**src/rtl/arb_pkg.sv**
```systemverilog
// Shared types and sizes for the four-way round-robin arbiter.
package arb_pkg;
  localparam int NUM_REQ = 4;
  localparam int IDX_W   = 2;

  typedef enum logic [0:0] {
    IDLE  = 1'b0,
    GRANT = 1'b1
  } state_t;
endpackage

```
**src/rtl/rr_arbiter4_if.sv**
```systemverilog
// Request/grant bundle between the requesters and the arbiter.
interface rr_arbiter4_if;
  import arb_pkg::*;

  logic [NUM_REQ-1:0] req;
  logic               done;
  logic [NUM_REQ-1:0] gnt;
  logic [IDX_W-1:0]   gnt_id;
  logic               busy;

  modport master (output req, done, input gnt, gnt_id, busy);
  modport slave  (input req, done, output gnt, gnt_id, busy);
endinterface

```
**src/rtl/rr_arbiter4_grant_decoder.sv**
```systemverilog
// Binary index to one-hot grant vector; all-zero when not enabled.
module grant_decoder
  import arb_pkg::*;
(
  input  logic [IDX_W-1:0]   i_id,
  input  logic               i_en,
  output logic [NUM_REQ-1:0] o_onehot
);

  always_comb begin
    o_onehot = '0;
    if (i_en) o_onehot[i_id] = 1'b1;
  end

endmodule

```
**src/rtl/rr_arbiter4.sv**
```systemverilog
// Four-way round-robin arbiter with optional grant hold limit; grant appears one
// edge after a request is seen in IDLE, and every release leaves one dead cycle.
module rr_arbiter4
  import arb_pkg::*;
#(
  parameter int MAX_HOLD = 15
) (
  input  logic          clk,
  input  logic          rst_n,
  rr_arbiter4_if.slave  bus
);

  // At least one bit so MAX_HOLD=0 still yields a legal counter.
  localparam int CNT_W = (MAX_HOLD < 1) ? 1 : $clog2(MAX_HOLD + 1);
  localparam logic [CNT_W-1:0] HOLD_MAX  = CNT_W'(MAX_HOLD);
  localparam logic [CNT_W-1:0] HOLD_LAST = (MAX_HOLD == 0) ? CNT_W'(0) : CNT_W'(MAX_HOLD - 1);

  state_t               r_state;
  logic [IDX_W-1:0]     r_ptr;
  logic [IDX_W-1:0]     r_gnt_id;
  logic                 r_busy;
  logic [CNT_W-1:0]     r_hold;

  logic [IDX_W-1:0]     w_winner;
  logic                 w_any;
  logic                 w_hold_hit;
  logic                 w_release;
  logic [NUM_REQ-1:0]   w_gnt;

  // Scan from the slot after the last winner; k=NUM_REQ wraps back onto ptr itself.
  always_comb begin
    w_winner = r_ptr;
    w_any    = 1'b0;
    for (int k = 1; k <= NUM_REQ; k++) begin
      if (!w_any && bus.req[r_ptr + IDX_W'(k)]) begin
        w_winner = r_ptr + IDX_W'(k);
        w_any    = 1'b1;
      end
    end
  end

  assign w_hold_hit = (MAX_HOLD != 0) && (r_hold == HOLD_LAST);
  assign w_release  = bus.done || !bus.req[r_gnt_id] || w_hold_hit;

  always_ff @(posedge clk) begin
    if (!rst_n) begin
      r_state  <= IDLE;
      r_ptr    <= 2'b11;
      r_gnt_id <= '0;
      r_busy   <= 1'b0;
      r_hold   <= '0;
    end else begin
      case (r_state)
        IDLE: begin
          if (w_any) begin
            r_state  <= GRANT;
            r_busy   <= 1'b1;
            r_gnt_id <= w_winner;
            r_ptr    <= w_winner;
            r_hold   <= '0;
          end
        end
        GRANT: begin
          if (w_release) begin
            r_state <= IDLE;
            r_busy  <= 1'b0;
          end else if (r_hold != HOLD_MAX) begin
            r_hold <= r_hold + CNT_W'(1);
          end
        end
        default: begin
          r_state <= IDLE;
          r_busy  <= 1'b0;
        end
      endcase
    end
  end

  grant_decoder u_dec (
    .i_id     (r_gnt_id),
    .i_en     (r_busy),
    .o_onehot (w_gnt)
  );

  assign bus.gnt    = w_gnt;
  assign bus.gnt_id = r_gnt_id;
  assign bus.busy   = r_busy;

endmodule

```
**src/flat_wrapper.sv**
```systemverilog
// flat-port wrapper written by rule: the top's interface ports become plain ports
module rr_arbiter4_flat import arb_pkg::*;
#(
  parameter int MAX_HOLD = 15
)
  (clk, rst_n, bus_req, bus_done, bus_gnt, bus_gnt_id, bus_busy);
  rr_arbiter4_if bus_i ();
  input  logic clk;
  input  logic rst_n;
  input wire logic [$bits(bus_i.req)-1:0] bus_req;
  input wire logic [$bits(bus_i.done)-1:0] bus_done;
  output wire logic [$bits(bus_i.gnt)-1:0] bus_gnt;
  output wire logic [$bits(bus_i.gnt_id)-1:0] bus_gnt_id;
  output wire logic [$bits(bus_i.busy)-1:0] bus_busy;
  assign bus_i.req = bus_req;
  assign bus_i.done = bus_done;
  assign bus_gnt = bus_i.gnt;
  assign bus_gnt_id = bus_i.gnt_id;
  assign bus_busy = bus_i.busy;
  rr_arbiter4 #(.MAX_HOLD(MAX_HOLD)) u_core (.clk(clk), .rst_n(rst_n), .bus(bus_i));
endmodule
```
**config.mk**
```make
export PLATFORM = sky130hd
export DESIGN_NAME = rr_arbiter4_flat
export DESIGN_NICKNAME = d
export VERILOG_FILES = /design/src/rtl/arb_pkg.sv /design/src/rtl/rr_arbiter4_if.sv /design/src/rtl/rr_arbiter4_grant_decoder.sv /design/src/rtl/rr_arbiter4.sv /design/src/flat_wrapper.sv
export SDC_FILE = /design/constraint.sdc
export NUM_CORES = 1
export LEC_CHECK = 0
export CAP_MARGIN = 0
export CORE_UTILIZATION = 25
export DETAILED_ROUTE_END_ITERATION = 10
export PLACE_DENSITY_LB_ADDON = 0.05
export SYNTH_ARGS = -nofsm -noshare
export SYNTH_HDL_FRONTEND = slang
export SYNTH_HIERARCHICAL = 1
export SYNTH_SLANG_ARGS = --single-unit
```
**constraint.sdc**
```tcl
create_clock -name clk -period 1.6 [get_ports clk]
set_input_delay 0.24 -clock clk [delete_from_list [all_inputs] [get_ports clk]]
set_output_delay 0.24 -clock clk [all_outputs]
set_load 0.01 [all_outputs]
```
==> results.yml, run 1 <==
status:
  status: "complete, no violations"
finish:
  nNetsFinal: 111
  diodes: 0
  final_util: 0.411
  fin_area_um2: 908
  layout-area-overhead-vs-synth_pct: 53.5
  layout-drive-gt1-share: 0.277
routing:
  dr.pass1.iters: 4
  drc: 0
  avgViaCountPerCell: 5.02
  drtIter0Drc: 9
  final_antenna_net_count: 0
  num_vias: 648
  wl_per_cell_um: 11.8
  drt_wl_total_um: 1520
worst_setup_path:
  startpoint: "bus_done"
  endpoint_kind: "flop"
  worstSetupStartpointType: "primary input"
  crit_end: "u_core/r_hold[3]$_SDFFE_PN0P_"
  worst_ep_arrival_time_ns: 1.76
  r2r_cells: 5
  rrSetupSlack_ns: 0.05
  required_ns: 1.79
  r2r_start: "u_core/r_hold[0]$_SDFFE_PN0P_"
  crit_type: "primary input to flop"
  cp_max_fo: 2
  rr_endpoint: "u_core/r_hold[3]$_SDFFE_PN0P_"
sta:
  relSlewSlack: 0.759
  hold_violations: 0
  tightest_slew_ns: 0.358
  fin_skew_ns: 0.000217
  finalSetupViolCount: 0
  maxSlewViolCount: 0
  rsz0062_at_grt: "false"
  finalCriticalPeriod_ns: 1.57
  max_freq_ghz: 0.637
  post-route-period-util: 0.981
floorplan:
  start_util: 0.268
  coreArea_um2: 2210
  io_pins: 14
  die_w_um: 50.7
  die_area_um2: 2570
  rows: 17
  die_h_um: 50.7
global_routing:
  grt-busiest-layer: "met2"
  grt_max_degree: 9
  use_met1: 0.174
  track_usage: 0.136
  grt_overflow: 0
  grt_pass1_wl_um: 2540
  met2_usage: 0.200
  met3_usage: 0.0455
  grt_pass1_vias: 570
  grt_antenna_before_repair: 0
power:
  peakVddDrop_uv: 336
  powerDensity_nw_per_um2: 788
  seq_power_share: 0.417
  finalPower_w: 0.000716
  p_switching_w: 0.000207
  cellInternalPower_w: 0.000509
  share_comb_of_total_power: 0.258
  p_leak_nw: 0.403
  power.share.switching: 0.289
  p_clk_frac: 0.325
placement:
  placed_area_um2: 838
  io_buffers: 13
  dp_hpwl_um: 1220
  place_congestion: 0.775
synth:
  synth_xor_area_frac: 0
  ys.flop_type: "dfxtp_1"
  avgSynthCellArea_um2: 8.00
  synthAdderAreaFrac: 0.0423
  synth-compound-area-share: 0.239
  syn_nets: 83
  synthMuxAreaShare: 0.0338
  synth_top_cell_area_share: 0.338
  ys_warn_count: 6
  syn_area_um2: 592
  yosys-top-cells-area: "dfxtp_1 (34%), a21oi_1 (4.2%), ha_1 (4.2%)"
  synth_largest_area_cell: "dfxtp_1"
  synthCells: 74
  ys_seq_elements: 10
  yosysUniqueCellTypes: 31
  yosysSeqAreaShare: 0.338
  async_reset_ff_frac: 0
  synth_top_family_by_area: "simple AND/OR/NAND/NOR gates"
  synth_edf_count: 0
  yosys.area_share.simple: 0.315
clock_tree:
  cts.reportedPaths.clkPinSlew_ns: 0.07
  tritoncts: "yes"
  cts_num_sinks: 10
  hold_buffers: 0
  clockBufferDepth: 2
  htreeDepth: 1
  numCtsBuffers: 3
  cts_setup_buffers: 0
  clk_latency_ns: 0.27
  cts_root_buffer: "clkbuf_4"
worst_hold_path:
  min_path_type: "flop to flop"
job:
  max-cap-violations: 0
[flip-flops by register name, summed over array words and instances, names as in the netlist]
register / flops
u_core/r_hold: 4
u_core/bus.gnt_id: 2
u_core/r_ptr: 2
u_core/bus.busy: 1
u_core/r_state: 1
[through the flow]
| stage | setup slack, ns | setup TNS, ns | hold WS, ns | instances |
|---|---|---|---|---|
| floorplan | 0.00738 | 0 | 0.312 | 74 |
| global placement | -0.274 | -1.84 | 0.510 | 125 |
| detailed placement | -0.270 | -1.45 | 0.516 | 125 |
| CTS | 0.00836 | 0 | 0.528 | 129 |
| global route | 0.00612 | 0 | 0.561 | 129 |
| finish | 0.0305 | 0 | 0.536 | 129 |
[power groups by stage]
stage                     registers [W]  clock network [W]  logic (W)
after floorplan                0.000300                  0  0.0000835
after global placement         0.000303                  0   0.000185
after detailed placement       0.000302                  0   0.000184
after CTS                      0.000297           0.000240   0.000180
after global routing           0.000304           0.000253   0.000204
final                          0.000299           0.000232   0.000185
[critical path: stages]
cell	delay, ns
clkdlybuf4s50_1	0.41
or2_1	0.23
o22a_1	0.18
or4_1	0.53
a211oi_2	0.18
[placed cells by master (no fill, tap or decap), drive strengths merged, types with 2 or more instances in the layout]
master and n:
buf 11, o21ai 5, a21boi 2, nand3 3, ha 2, clkdlybuf4s50 5, nor3 3, dfxtp 10
nor2 6, clkbuf 4, dlymetal6s2s 4, nand2b 3, or2 2, and3b 2, nand2 6, nor3b 2
inv 4, nor4 2, dlygate4sd2 4, o22ai 2, a21oi 5, mux2i 2
[synthesized netlist by cell type, types with 2 or more instances]
cell	count
or2_1	2
o22ai_1	2
and3b_1	2
a21boi_0	2
nor2_1	6
mux2i_1	2
a21oi_1	5
nand2_1	6
dfxtp_1	10
nand2b_1	3
nand3_1	3
ha_1	2
o21ai_0	5
nor4_1	2
inv_1	4
nor3_1	3
[cell type report]
class / count / area, um^2
Inverter: 4 / 15.0
Fill cell: 237 / 1300
Clock buffer: 4 / 36.3
Timing Repair Buffer: 24 / 218
Sequential cell: 10 / 205
Tap cell: 28 / 35.0
Multi-Input combinational cell: 59 / 399
[worst min path at each step]
stage | from | to | slack (ns) | cells after the start
floorplan | rst_n | u_core/r_ptr[1]$_SDFFE_PN1P_ | 0.31 | 1
global placement | u_core/bus.gnt_id[1]$_SDFFE_PN0P_ | u_core/bus.gnt_id[1]$_SDFFE_PN0P_ | 0.51 | 2
detailed placement | u_core/bus.gnt_id[1]$_SDFFE_PN0P_ | u_core/bus.gnt_id[1]$_SDFFE_PN0P_ | 0.52 | 2
CTS | u_core/bus.gnt_id[1]$_SDFFE_PN0P_ | u_core/bus.gnt_id[1]$_SDFFE_PN0P_ | 0.53 | 2
global route | u_core/bus.gnt_id[1]$_SDFFE_PN0P_ | u_core/bus.gnt_id[1]$_SDFFE_PN0P_ | 0.56 | 2
finish | u_core/bus.gnt_id[1]$_SDFFE_PN0P_ | u_core/bus.gnt_id[1]$_SDFFE_PN0P_ | 0.54 | 2
[timing repair]
item	4_1_cts	5_1_grt
hold endpoints to repair	0	0
endpoints found under the setup margin	4	5
pin swaps	0	1
resized for setup	5	12
[metal layers]
layer / wire length [um] / part of all wire
met5: 0 / 0
met4: 16 / 0.011
met3: 61 / 0.040
met2: 654 / 0.43
met1: 790 / 0.52
[cells by family after synthesis]
logic type	Yosys count
simple gates	33
compound gates	22
flops	10
buf+inv	5
mux	2
fa+ha+maj	2
Power figures use the tool's default switching activity.
==> inputs of run 2 (changes only) <==
--- a/config.mk
+++ b/config.mk
@@ -6,6 +6,7 @@
 export NUM_CORES = 1
 export LEC_CHECK = 0
 export CAP_MARGIN = 0
+export CORE_MARGIN = 8
 export CORE_UTILIZATION = 25
 export DETAILED_ROUTE_END_ITERATION = 10
 export PLACE_DENSITY_LB_ADDON = 0.05
==> run 2 against run 1 <==
  * Clock skew up 0.0020 ns
  * Via count down 0.62%
  * Cell area unchanged
  * Die area up 63%
==> results.yml, run 2 (synthesis results as in run 1) <==
clock_tree:
  numCtsBuffers: 3
  clockBufferDepth: 2
  hold_buffers: 0
  htreeDepth: 1
  cts.reportedPaths.clkPinSlew_ns: 0.06
  clk_latency_ns: 0.26
  tritoncts: "yes"
  cts_num_sinks: 10
  cts_root_buffer: "clkbuf_4"
worst_setup_path:
  required_ns: 1.78
  r2r_start: "u_core/r_hold[0]$_SDFFE_PN0P_"
  worstSetupStartpointType: "primary input"
  endpoint_kind: "flop"
  crit_type: "primary input to flop"
  cp_max_fo: 3
  startpoint: "bus_req[3]"
  worst_ep_arrival_time_ns: 1.78
status:
  status: "complete, no violations"
power:
  powerDensity_nw_per_um2: 719
  power.share.switching: 0.293
  p_clk_frac: 0.253
  p_leak_nw: 0.372
  cellInternalPower_w: 0.000462
  seq_power_share: 0.456
  p_switching_w: 0.000192
  share_comb_of_total_power: 0.291
  peakVddDrop_uv: 415
sta:
  setup_tns_ns: 0
  finalSetupViolCount: 0
  maxSlewViolCount: 0
  max_freq_ghz: 0.629
  post-route-period-util: 0.994
  tightest_slew_ns: 0.523
  hold_violations: 0
  rsz0062_at_grt: "true"
  fin_skew_ns: 0.00224
  finalCriticalPeriod_ns: 1.59
  relSlewSlack: 0.648
  worst_hold_slack_ns: 0.524
global_routing:
  grt_overflow: 0
  grt_max_degree: 9
  grt_antenna_before_repair: 0
  track_usage: 0.0780
  grt_pass1_wl_um: 2640
  grt_pass1_vias: 587
placement:
  dp_hpwl_um: 1310
  io_buffers: 13
  placed_cells: 126
  place_congestion: 0.755
finish:
  final_common_cell: "buf_4"
  mostFrequentLayoutCells: "buf_4 (14), clkdlybuf4s50_1 (9), nand2_1 (6), nor2_1 (6), dfxtp_1 (6)"
  layout-area-overhead-vs-synth_pct: 53.5
  final_util: 0.407
  stdcell_count: 131
  largest_reg_flops: 4
  largest-register: "u_core/r_hold"
  nNetsFinal: 114
  layout-drive-gt1-share: 0.282
  fill_cells: 238
  diodes: 0
routing:
  drc: 0
  num_vias: 644
  wl_per_cell_um: 12.8
  final_antenna_net_count: 0
  dr.pass1.iters: 4
  drtIter0Drc: 17
  drt_wl_total_um: 1670
  avgViaCountPerCell: 4.92
floorplan:
  die_area_um2: 4180
  rows: 17
  die_w_um: 64.7
  start_util: 0.265
  io_pins: 14
  die_h_um: 64.7
  coreArea_um2: 2230
worst_hold_path:
  worstHoldStart: "u_core/bus.gnt_id[1]$_SDFFE_PN0P_"
  min_path_type: "flop to flop"
job:
  max-cap-violations: 0
run 2: changes by cell type in the layout (fill, tap and decap cells not counted), moves of 2 or more:
cell	change
dlymetal6s2s_1	-4
mux2i_2	-2
mux2i_1	+2
buf_4	+3
clkdlybuf4s50_1	+4
run 2: layout make-up:
class,instances,area (um^2),area share
timing repair buffer,27,230,0.253
tap,28,35.0,0.0386
clock buffer,3,22.5,0.0248
inverter,4,15.0,0.0165
multi-input combinational,59,400,0.441
sequential,10,205,0.226
run 2: power by group through the flow:
stage | registers [W] | clock network, W | logic (W)
after floorplan | 0.000300 | 0 | 0.0000835
after global placement | 0.000302 | 0 | 0.000191
after detailed placement | 0.000302 | 0 | 0.000189
after global routing | 0.000301 | 0.000195 | 0.000208
final | 0.000298 | 0.000166 | 0.000190
after CTS | 0.000298 | 0.000179 | 0.000186
run 2: routing by layer:
metal | share of wire | routed length (um) | GRT usage | vias to the layer above
met5 | 0 | 0 | 0 | -
met4 | 0.0060 | 10 | 0.0245 | 0
met3 | 0.050 | 84 | 0.0361 | 2
met2 | 0.46 | 762 | 0.125 | 14
met1 | 0.49 | 816 | 0.0899 | 293
li1 | - | - | - | 335
run 2: path summary, 6_finish.rpt:
| kind | to | slack, ns | depth (start not counted) |
|---|---|---|---|
| max | u_core/r_hold[3]$_SDFFE_PN0P_ | 0.009 | 5 |
| min | u_core/bus.gnt_id[1]$_SDFFE_PN0P_ | 0.52 | 2 |
| max reg2reg | u_core/r_hold[3]$_SDFFE_PN0P_ | 0.02 | 6 |
| min reg2reg | u_core/bus.gnt_id[1]$_SDFFE_PN0P_ | 0.52 | 2 |
run 2: what timing repair did:
item | 4_1_cts | 5_1_grt
gates cloned | 0 | 0
buffers inserted | 1 | 1
gates resized for setup | 8 | 6
pin swaps | 2 | 4
endpoints found under the setup margin | 5 | 5
run 2: critical path, stage by stage:
cell	delay [ns]
clkdlybuf4s50_1	0.50
mux2i_1	0.11
o22a_1	0.23
or4_4	0.52
a211oi_2	0.18
run 2: stage by stage:
stage                     power [W]  setup slack (ns)  area, um^2
after global placement     0.000493            -0.297         846
after global routing       0.000704           -0.0646         908
after detailed placement   0.000491            -0.285         846
after floorplan            0.000383           0.00738         594
after CTS                  0.000662           0.00225         880
final                      0.000653           0.00921         908
